**config.mk**
```make
export PLATFORM = sky130hd
export DESIGN_NAME = pipefft_twid_loader
export DESIGN_NICKNAME = d
export VERILOG_FILES = /design/src/rtl/pipefft_twid_pkg.sv /design/src/rtl/pipefft_twid_pack.sv /design/src/rtl/pipefft_twid_loader.sv
export SDC_FILE = /design/constraint.sdc
export NUM_CORES = 1
export LEC_CHECK = 0
export ABC_AREA = 1
export CORE_MARGIN = 8
export CORE_UTILIZATION = 45
export DETAILED_ROUTE_END_ITERATION = 8
export MAX_ROUTING_LAYER = met4
export PLACE_DENSITY = 0.68
export SLEW_MARGIN = 40
export SYNTH_ARGS = -nofsm -noshare
export SYNTH_HDL_FRONTEND = slang
export SYNTH_SLANG_ARGS = --single-unit
```
**constraint.sdc**
```tcl
create_clock -name clk -period 5.2 [get_ports clk]
set_input_delay 0.78 -clock clk [delete_from_list [all_inputs] [get_ports clk]]
set_output_delay 0.78 -clock clk [all_outputs]
set_load 0.02 [all_outputs]
```
**src/rtl/pipefft_twid_pkg.sv**
```systemverilog
// Shared types and default widths for the pipeFFT twiddle RAM loader.
package pipefft_twid_pkg;

    typedef enum logic [1:0] {
        ST_IDLE  = 2'd0,
        ST_FILL  = 2'd1,
        ST_WRITE = 2'd2,
        ST_DONE  = 2'd3
    } state_t;

    localparam int DEF_DATA_W  = 64;
    localparam int DEF_ADDR_W  = 2;
    localparam int DEF_SLICE_W = 16;
    localparam int DEF_DEPTH   = 4;

endpackage

```
**src/rtl/pipefft_twid_pack.sv**
```systemverilog
// Slice counter plus LSB-first packing register; word_next is the word as it
// will look once the currently offered slice is accepted.
module pipefft_twid_pack #(
    parameter int SLICE_W = 16,
    parameter int SLICES  = 4
) (
    input  logic                       clk,
    input  logic                       rst,
    input  logic                       clr,
    input  logic                       en,
    input  logic [SLICE_W-1:0]         data,
    output logic [SLICES*SLICE_W-1:0]  word_next,
    output logic                       last
);

    localparam int CNT_W = (SLICES > 1) ? $clog2(SLICES) : 1;

    logic [SLICES*SLICE_W-1:0] pack;
    logic [CNT_W-1:0]          cnt;

    always_comb begin
        word_next = pack;
        word_next[cnt*SLICE_W +: SLICE_W] = data;
    end

    assign last = (cnt == CNT_W'(SLICES-1));

    // clr wins over en so a slice accepted alongside a restart is dropped
    always_ff @(posedge clk or posedge rst) begin
        if (rst) begin
            pack <= '0;
            cnt  <= '0;
        end else if (clr) begin
            cnt  <= '0;
        end else if (en) begin
            pack <= word_next;
            cnt  <= last ? '0 : cnt + 1'b1;
        end
    end

endmodule

```
**src/rtl/pipefft_twid_loader.sv**
```systemverilog
// Write-side master for the stage twiddle RAM: packs SLICE_W slices into
// DATA_W words and writes DEPTH of them at ascending addresses.
module pipefft_twid_loader
    import pipefft_twid_pkg::*;
#(
    parameter int DATA_W  = DEF_DATA_W,
    parameter int ADDR_W  = DEF_ADDR_W,
    parameter int DEPTH   = DEF_DEPTH,
    parameter int SLICE_W = DEF_SLICE_W
) (
    input  logic               clk,
    input  logic               rst,
    input  logic               start,
    input  logic               in_valid,
    input  logic [SLICE_W-1:0] in_data,
    output logic               in_ready,
    output logic [DATA_W-1:0]  wD,
    output logic [ADDR_W-1:0]  wAddr,
    output logic               wEn,
    output logic               busy,
    output logic               done,
    output logic               err_unexp
);

    localparam int SLICES = DATA_W / SLICE_W;

    state_t            state;
    logic [ADDR_W-1:0] addr;
    logic [DATA_W-1:0] word_next;
    logic              last;
    logic              accept;
    logic              clr;

    assign accept = (state == ST_FILL) && in_valid;
    // Leaving WRITE also resets the slice count for the next word
    assign clr    = start || (state == ST_WRITE);

    assign in_ready = (state == ST_FILL);
    assign busy     = (state == ST_FILL) || (state == ST_WRITE);
    assign wEn      = (state == ST_WRITE);
    assign done     = (state == ST_DONE);

    pipefft_twid_pack #(
        .SLICE_W (SLICE_W),
        .SLICES  (SLICES)
    ) u_pack (
        .clk       (clk),
        .rst       (rst),
        .clr       (clr),
        .en        (accept),
        .data      (in_data),
        .word_next (word_next),
        .last      (last)
    );

    // wD/wAddr latch when the word completes so they hold between writes
    always_ff @(posedge clk or posedge rst) begin
        if (rst) begin
            state     <= ST_IDLE;
            addr      <= '0;
            wD        <= '0;
            wAddr     <= '0;
            err_unexp <= 1'b0;
        end else if (start) begin
            state     <= ST_FILL;
            addr      <= '0;
            err_unexp <= 1'b0;
        end else begin
            case (state)
                ST_IDLE: begin
                    if (in_valid) err_unexp <= 1'b1;
                end
                ST_FILL: begin
                    if (accept && last) begin
                        state <= ST_WRITE;
                        wD    <= word_next;
                        wAddr <= addr;
                    end
                end
                ST_WRITE: begin
                    if (addr == ADDR_W'(DEPTH-1)) begin
                        state <= ST_DONE;
                    end else begin
                        addr  <= addr + 1'b1;
                        state <= ST_FILL;
                    end
                end
                default: state <= ST_IDLE;
            endcase
        end
    end

endmodule

```
# After elaboration in Yosys (flattened, before gate mapping)
# Cells that the tools add are included.
# classes
addsub	3
eq_ne	8
shifts	2
n_mux	14
bitwise	2
reduce_logical	14
# ops
cell	n
$bwmux W64	1
$shift A16 B34 Y64 const A	1
$shiftx A16 B34 Y64	1
$neg A6 Y34	1
$mux W2	9
$eq A2 B2 Y1 const B	4
$reduce_and A2 Y1	4
$reduce_bool A2 Y1	4
$pmux W2 S3	1
$add A2 B1 Y2 const B	2
$ne A2 B2 Y1 const B	2
$mux W1	3
$ne A3 B2 Y1 const B	1
$reduce_and A3 Y1	1
$eq A2 B1 Y1 const B	1
$logic_and A1 B1 Y1	2
$logic_not A2 Y1	1
$logic_or A1 B1 Y1	2
$not A1 Y1	2
# word_totals
ff_bits	137
inputBits	20
out_inout_bits	71

# Longest topological paths before layout
# logic_depth
word_depth	6
ltp_mapped	11
mapped_depth_nobuf	9

# Hierarchy
# Synthesis repeated with hierarchy kept, for this count alone.
# hier_totals
hier_cells	895
area_unflattened_um2	6957.9
# modules_own_cells
module	n_inst	cells_each	area_per_inst_um2	seq_area_each_um2
pipefft_twid_pack	1	573	3940.0	1651.6
pipefft_twid_loader	1	322	3017.9	1776.7

# Least setup slack after synthesis
# No wires, ideal clock.
# synth_path
path_kind	flip-flop to flip-flop
startpoint	register u_pack.cnt[0]
endpoint	register wD[54]
setup_time_ps	65
arrival_time_ps	1685
t_required_ps	5135
setup_slack_ps	3450
path_stages_with_launch	12
synth_period_minus_slack_ps	1750
path_cell_list	dfrtp_1 > buf_2 > inv_1 > ha_1 > inv_2 > nand2_1 > nor2_4 > buf_4 > nand2_1 > nand2_1 > nand2_1 > nand2_1
# synth_between
elab_chain_cells	3
elab_cells_between_ends	7
cone_classes	add/sub (1); eq/ne (1); shift (2); mux (1); reduce/logical (2)
# synth_rtl
item	line	rtl
start, declared	pipefft_twid_pack.sv:19	logic [CNT_W-1:0] cnt;
start signal, assigned	pipefft_twid_pack.sv:37	cnt <= last ? '0 : cnt + 1'b1;
$neg A6 Y34 or $eq A2 B2 Y1 (tied branches)	pipefft_twid_pack.sv:23, pipefft_twid_pack.sv:26	
$shiftx A16 B34 Y64 (tied with other cells)	pipefft_twid_pack.sv:23	word_next[cnt*SLICE_W +: SLICE_W] = data;
$bwmux W64 or $reduce_and A3 Y1 (tied branches)	n/a	
end signal, assigned	pipefft_twid_loader.sv:76	wD <= word_next;
end, declared	pipefft_twid_loader.sv:17	output logic [DATA_W-1:0] wD,
# Parallel ways exist; a longest one is shown, timed or not.
# A chain may end at the register's enable or synchronous reset.

# Worst setup path after layout
# layout_path
startpoint	register u_pack.cnt[0]
endpoint	register wD[19]
# Same word-level chain as after synthesis.

==> summary.txt <==
Power
  • Maximum VDD drop: 0.000298 V
  • Power Density: 411 nW/um^2
  • Leak: between 4 and 5 nW
  • Combinational share of power: 22.4%
  • Internal power contribution: between 2 and 2.5 mW
  • Part of the power in registers: 36.7%
  • Switching power total: around 1.1 mW
  • Switch share: a little under a third
  • Clock power share: about two fifths

Worst setup path
  • Critical path's slowest cell: dfrtp_1
  • Worst R2R End: wD[19]$_DFFE_PP0P_
  • Critical path's largest stage delay: 0.88 ns
  • Critical path arrival: ~3.1 ns
  • Reg2Reg Setup Slack: about 2.5 ns
  • CP Class: flop to flop
  • Critical path data required time: about 5.6 ns
  • FF-to-FF path depth: 9
  • Crit-path cells: inv_1 > ha_1 > inv_4 > nand2_2 > nor2_4 > nand2_2 > nand2_2 > nand2_1 > nand2_1
  • Beginning of the critical path: u_pack.cnt[0]$_DFFE_PP0P_
  • Worst r2r src: u_pack.cnt[0]$_DFFE_PP0P_
  • CP Launch Type: flop
  • CP endpoint kind: flop
  • CP Max Fanout: 27
  • Most frequent cell on the critical path: nand2_2

Clocking
  • Setup bufs post-CTS: 0
  • TritonCTS clock tree: built
  • H-Tree Depth: 4
  • Resized cells post-CTS: 0
  • Clock Pin Slew Worst Setup and Hold Paths: 0.06 ns
  • Num CTS Buffers: 17
  • Clock Sinks: 137
  • CTS root buffer: clkbuf_16
  • CTS Hold Bufs: 0
  • Clock Tree Buf Depth: 2
  • Clk Latency, worst-skew pair: 0.43 ns

Floorplan
  • Ports: approximately 90
  • Full die area: 18700 sq um
  • Die H: approximately 140 um
  • Die width: 137 um
  • Core box area: 14400 sq um
  • Initial cell density of the core: between 40% and 50%
  • Row cnt: 44

Placement
  • Dpl hpwl: 10900 um
  • Post-Place Cells: about 1100
  • PortBufs: 90
  • RD Place Congestion: between 0.9 and 1

GRT
  • Vias in the first global route: 5404
  • GRT overflow: 0
  • Pin count of the biggest net entering global routing: 69
  • GRT Total Usage: 19.0%
  • Initial antenna violation count: 0
  • First-pass GRT wire length: roughly 27000 um

Hold path
  • HP Class: flop to flop
  • WHS Endpoint: wD[61]$_DFFE_PP0P_
  • Hold depth: 2
  • HP Start: wD[61]$_DFFE_PP0P_

Timing
  • Fmax: between 300 and 400 MHz
  • Max transition margin: 44.7%
  • RSZ-0062 raised after global routing: no
  • Total negative slack: 0 ns
  • Clk_skew: 0.00902 ns
  • Final setup vio count: 0
  • Worst-Margin Slew: roughly 0.83 ns
  • Final Hold Viols: 0
  • Fin crit share: 51.9%
  • Slew Viols, Final: 0
  • Minimum clock period: 2.70 ns

Detailed routing
  • DRT Pass-1 Iters: 7
  • Initial DRC Count: about 520
  • DR DRC count: 0
  • Final WL: around 16000 um
  • Routed via count: around 5500
  • Routed length per instance: about 14 um
  • Avg Vias per Cell: 4.77
  • Antenna Nets Post-Route: 0

Synth
  • Register area share after synthesis: 52.2%
  • Number of synthesized flops with an enable pin: 0
  • Synth Net Count: about 900
  • Register bit count reported by yosys: around 140
  • Synth Warn #: 0
  • Unique masters post-synth: 21
  • Fraction of registers with async set/reset: between 90% and 100%
  • Main synth FF type: dfrtp_1
  • Post-synthesis cell area: 6570 sq um
  • Post-Synthesis Cells: 890
  • Synth Area per Inst: between 7 and 8 sq um

Layout
  • Share of cells above drive strength 1: under 10%
  • Area growth, synth to finish: 24.9%
  • Final #Nets: ~1000
  • Ant. Diodes: 0
  • Fin cells: 1162

Run status
  • Status: finished, final reports clean

Flow run
  • MaxCap Viol Count: 0
-- per-layer routing --
metal / up-vias / wire length [um] / GRT usage, %
li1: 2807 / - / -
met1: 2547 / 7880 / 25.8
met2: 157 / 7320 / 27.5
met3: 36 / 921 / 3.93
met4: 0 / 355 / 7.18
met5: - / 0 / -
-- cells by family (layout without fill, tap and decap cells) --
logic type                 after synthesis  count (layout)  share of synthesized area, %
adders and majority gates               11              11                          2.09
and+or+nand+nor                        647             647                          39.0
AOI/OAI and AO/OA                        8               8                         0.628
buffers and inverters                   87             175                          6.11
DFF                                    137             137                          52.2
-- registers in the layout, indices dropped and copies added, names as in the netlist --
name / cells
u_pack.pack: 64
err_unexp: 1
wD: 64
state: 2
wAddr: 2
u_pack.cnt: 2
addr: 2
-- worst max-delay path: cells and delay by family (launching register included) --
family                   cells  cell delay (ns)
adder cells (fa/ha/maj)      1             0.41
flip-flops                   1             0.88
buffers and inverters        2             0.52
AND/OR/NAND/NOR              6             0.83
-- final cells by class --
class	instances	area (sq um)
Clock buffer	20	457
Inverter	49	196
Sequential cell	137	3430
Timing Repair Buffer	94	931
Clock inverter	12	220
Tap cell	184	230
Fill cell	1357	6210
Multi-Input combinational cell	666	2750
-- cells in the final DEF, fill, tap and decap left out --
cell / instances
nand2_1: 565
dfrtp_1: 137
clkdlybuf4s50_1: 90
inv_1: 38
nand3_1: 30
nand2_2: 22
nor2_1: 21
clkbuf_16: 17
ha_1: 11
inv_2: 7
bufinv_16: 6
o21ai_0: 5
nor2_2: 4
nor2_4: 4
buf_4: 4
inv_4: 3
clkinv_2: 3
a21oi_1: 2
clkinv_4: 2
clkbuf_8: 2
nand3_2: 1
inv_6: 1
o22ai_1: 1
clkinvlp_4: 1
clkbuf_1: 1
-- cells in the mapped netlist (2+ instances only) --
cell type / number / area [sq um]
a21oi_1: 2 / 10.0
buf_2: 19 / 95.1
buf_4: 8 / 60.1
clkbuf_1: 8 / 30.0
dfrtp_1: 137 / 3430
ha_1: 11 / 138
inv_1: 39 / 146
inv_2: 9 / 33.8
nand2_1: 565 / 2120
nand2_2: 22 / 138
nand3_1: 30 / 150
nor2_1: 21 / 78.8
nor2_2: 5 / 31.3
nor2_4: 3 / 33.8
o21ai_0: 5 / 25.0
-- stage by stage --
stage / power, mW / util, % / hold WS (ns) / setup slack, ns / area, sq um
CTS: 3.39 / 56.9 / 0.480 / 2.52 / 8210
floorplan: 1.80 / - / 0.449 / 0.752 / 6570
detailed placement: 2.01 / 52.2 / 0.464 / 2.57 / 7530
finish: 3.38 / 56.9 / 0.476 / 2.50 / 8210
global placement: 2.00 / 52.2 / 0.461 / 2.52 / 7520
global route: 3.55 / 56.9 / 0.494 / 2.28 / 8210
-- how the worst max path moves through the flow --
stage                                             end  cells past startpoint
after detailed placement           wD[19]$_DFFE_PP0P_                      9
after global placement      u_pack.cnt[1]$_DFFE_PP0P_                      6
final                              wD[19]$_DFFE_PP0P_                      9
after global routing      u_pack.pack[27]$_DFFE_PP0P_                      9
after CTS                 u_pack.pack[28]$_DFFE_PP0P_                      9
after floorplan                   addr[0]$_DFFE_PP0P_                      1
-- power by group through the flow --
stage,combinational [mW],sequential [mW],clock [mW]
after floorplan,0.560,1.24,0
after global placement,0.747,1.25,0
after detailed placement,0.753,1.26,0
after CTS,0.757,1.24,1.40
after global routing,0.840,1.25,1.46
final,0.756,1.24,1.38
No activity file was read; power rests on OpenSTA's default activity.
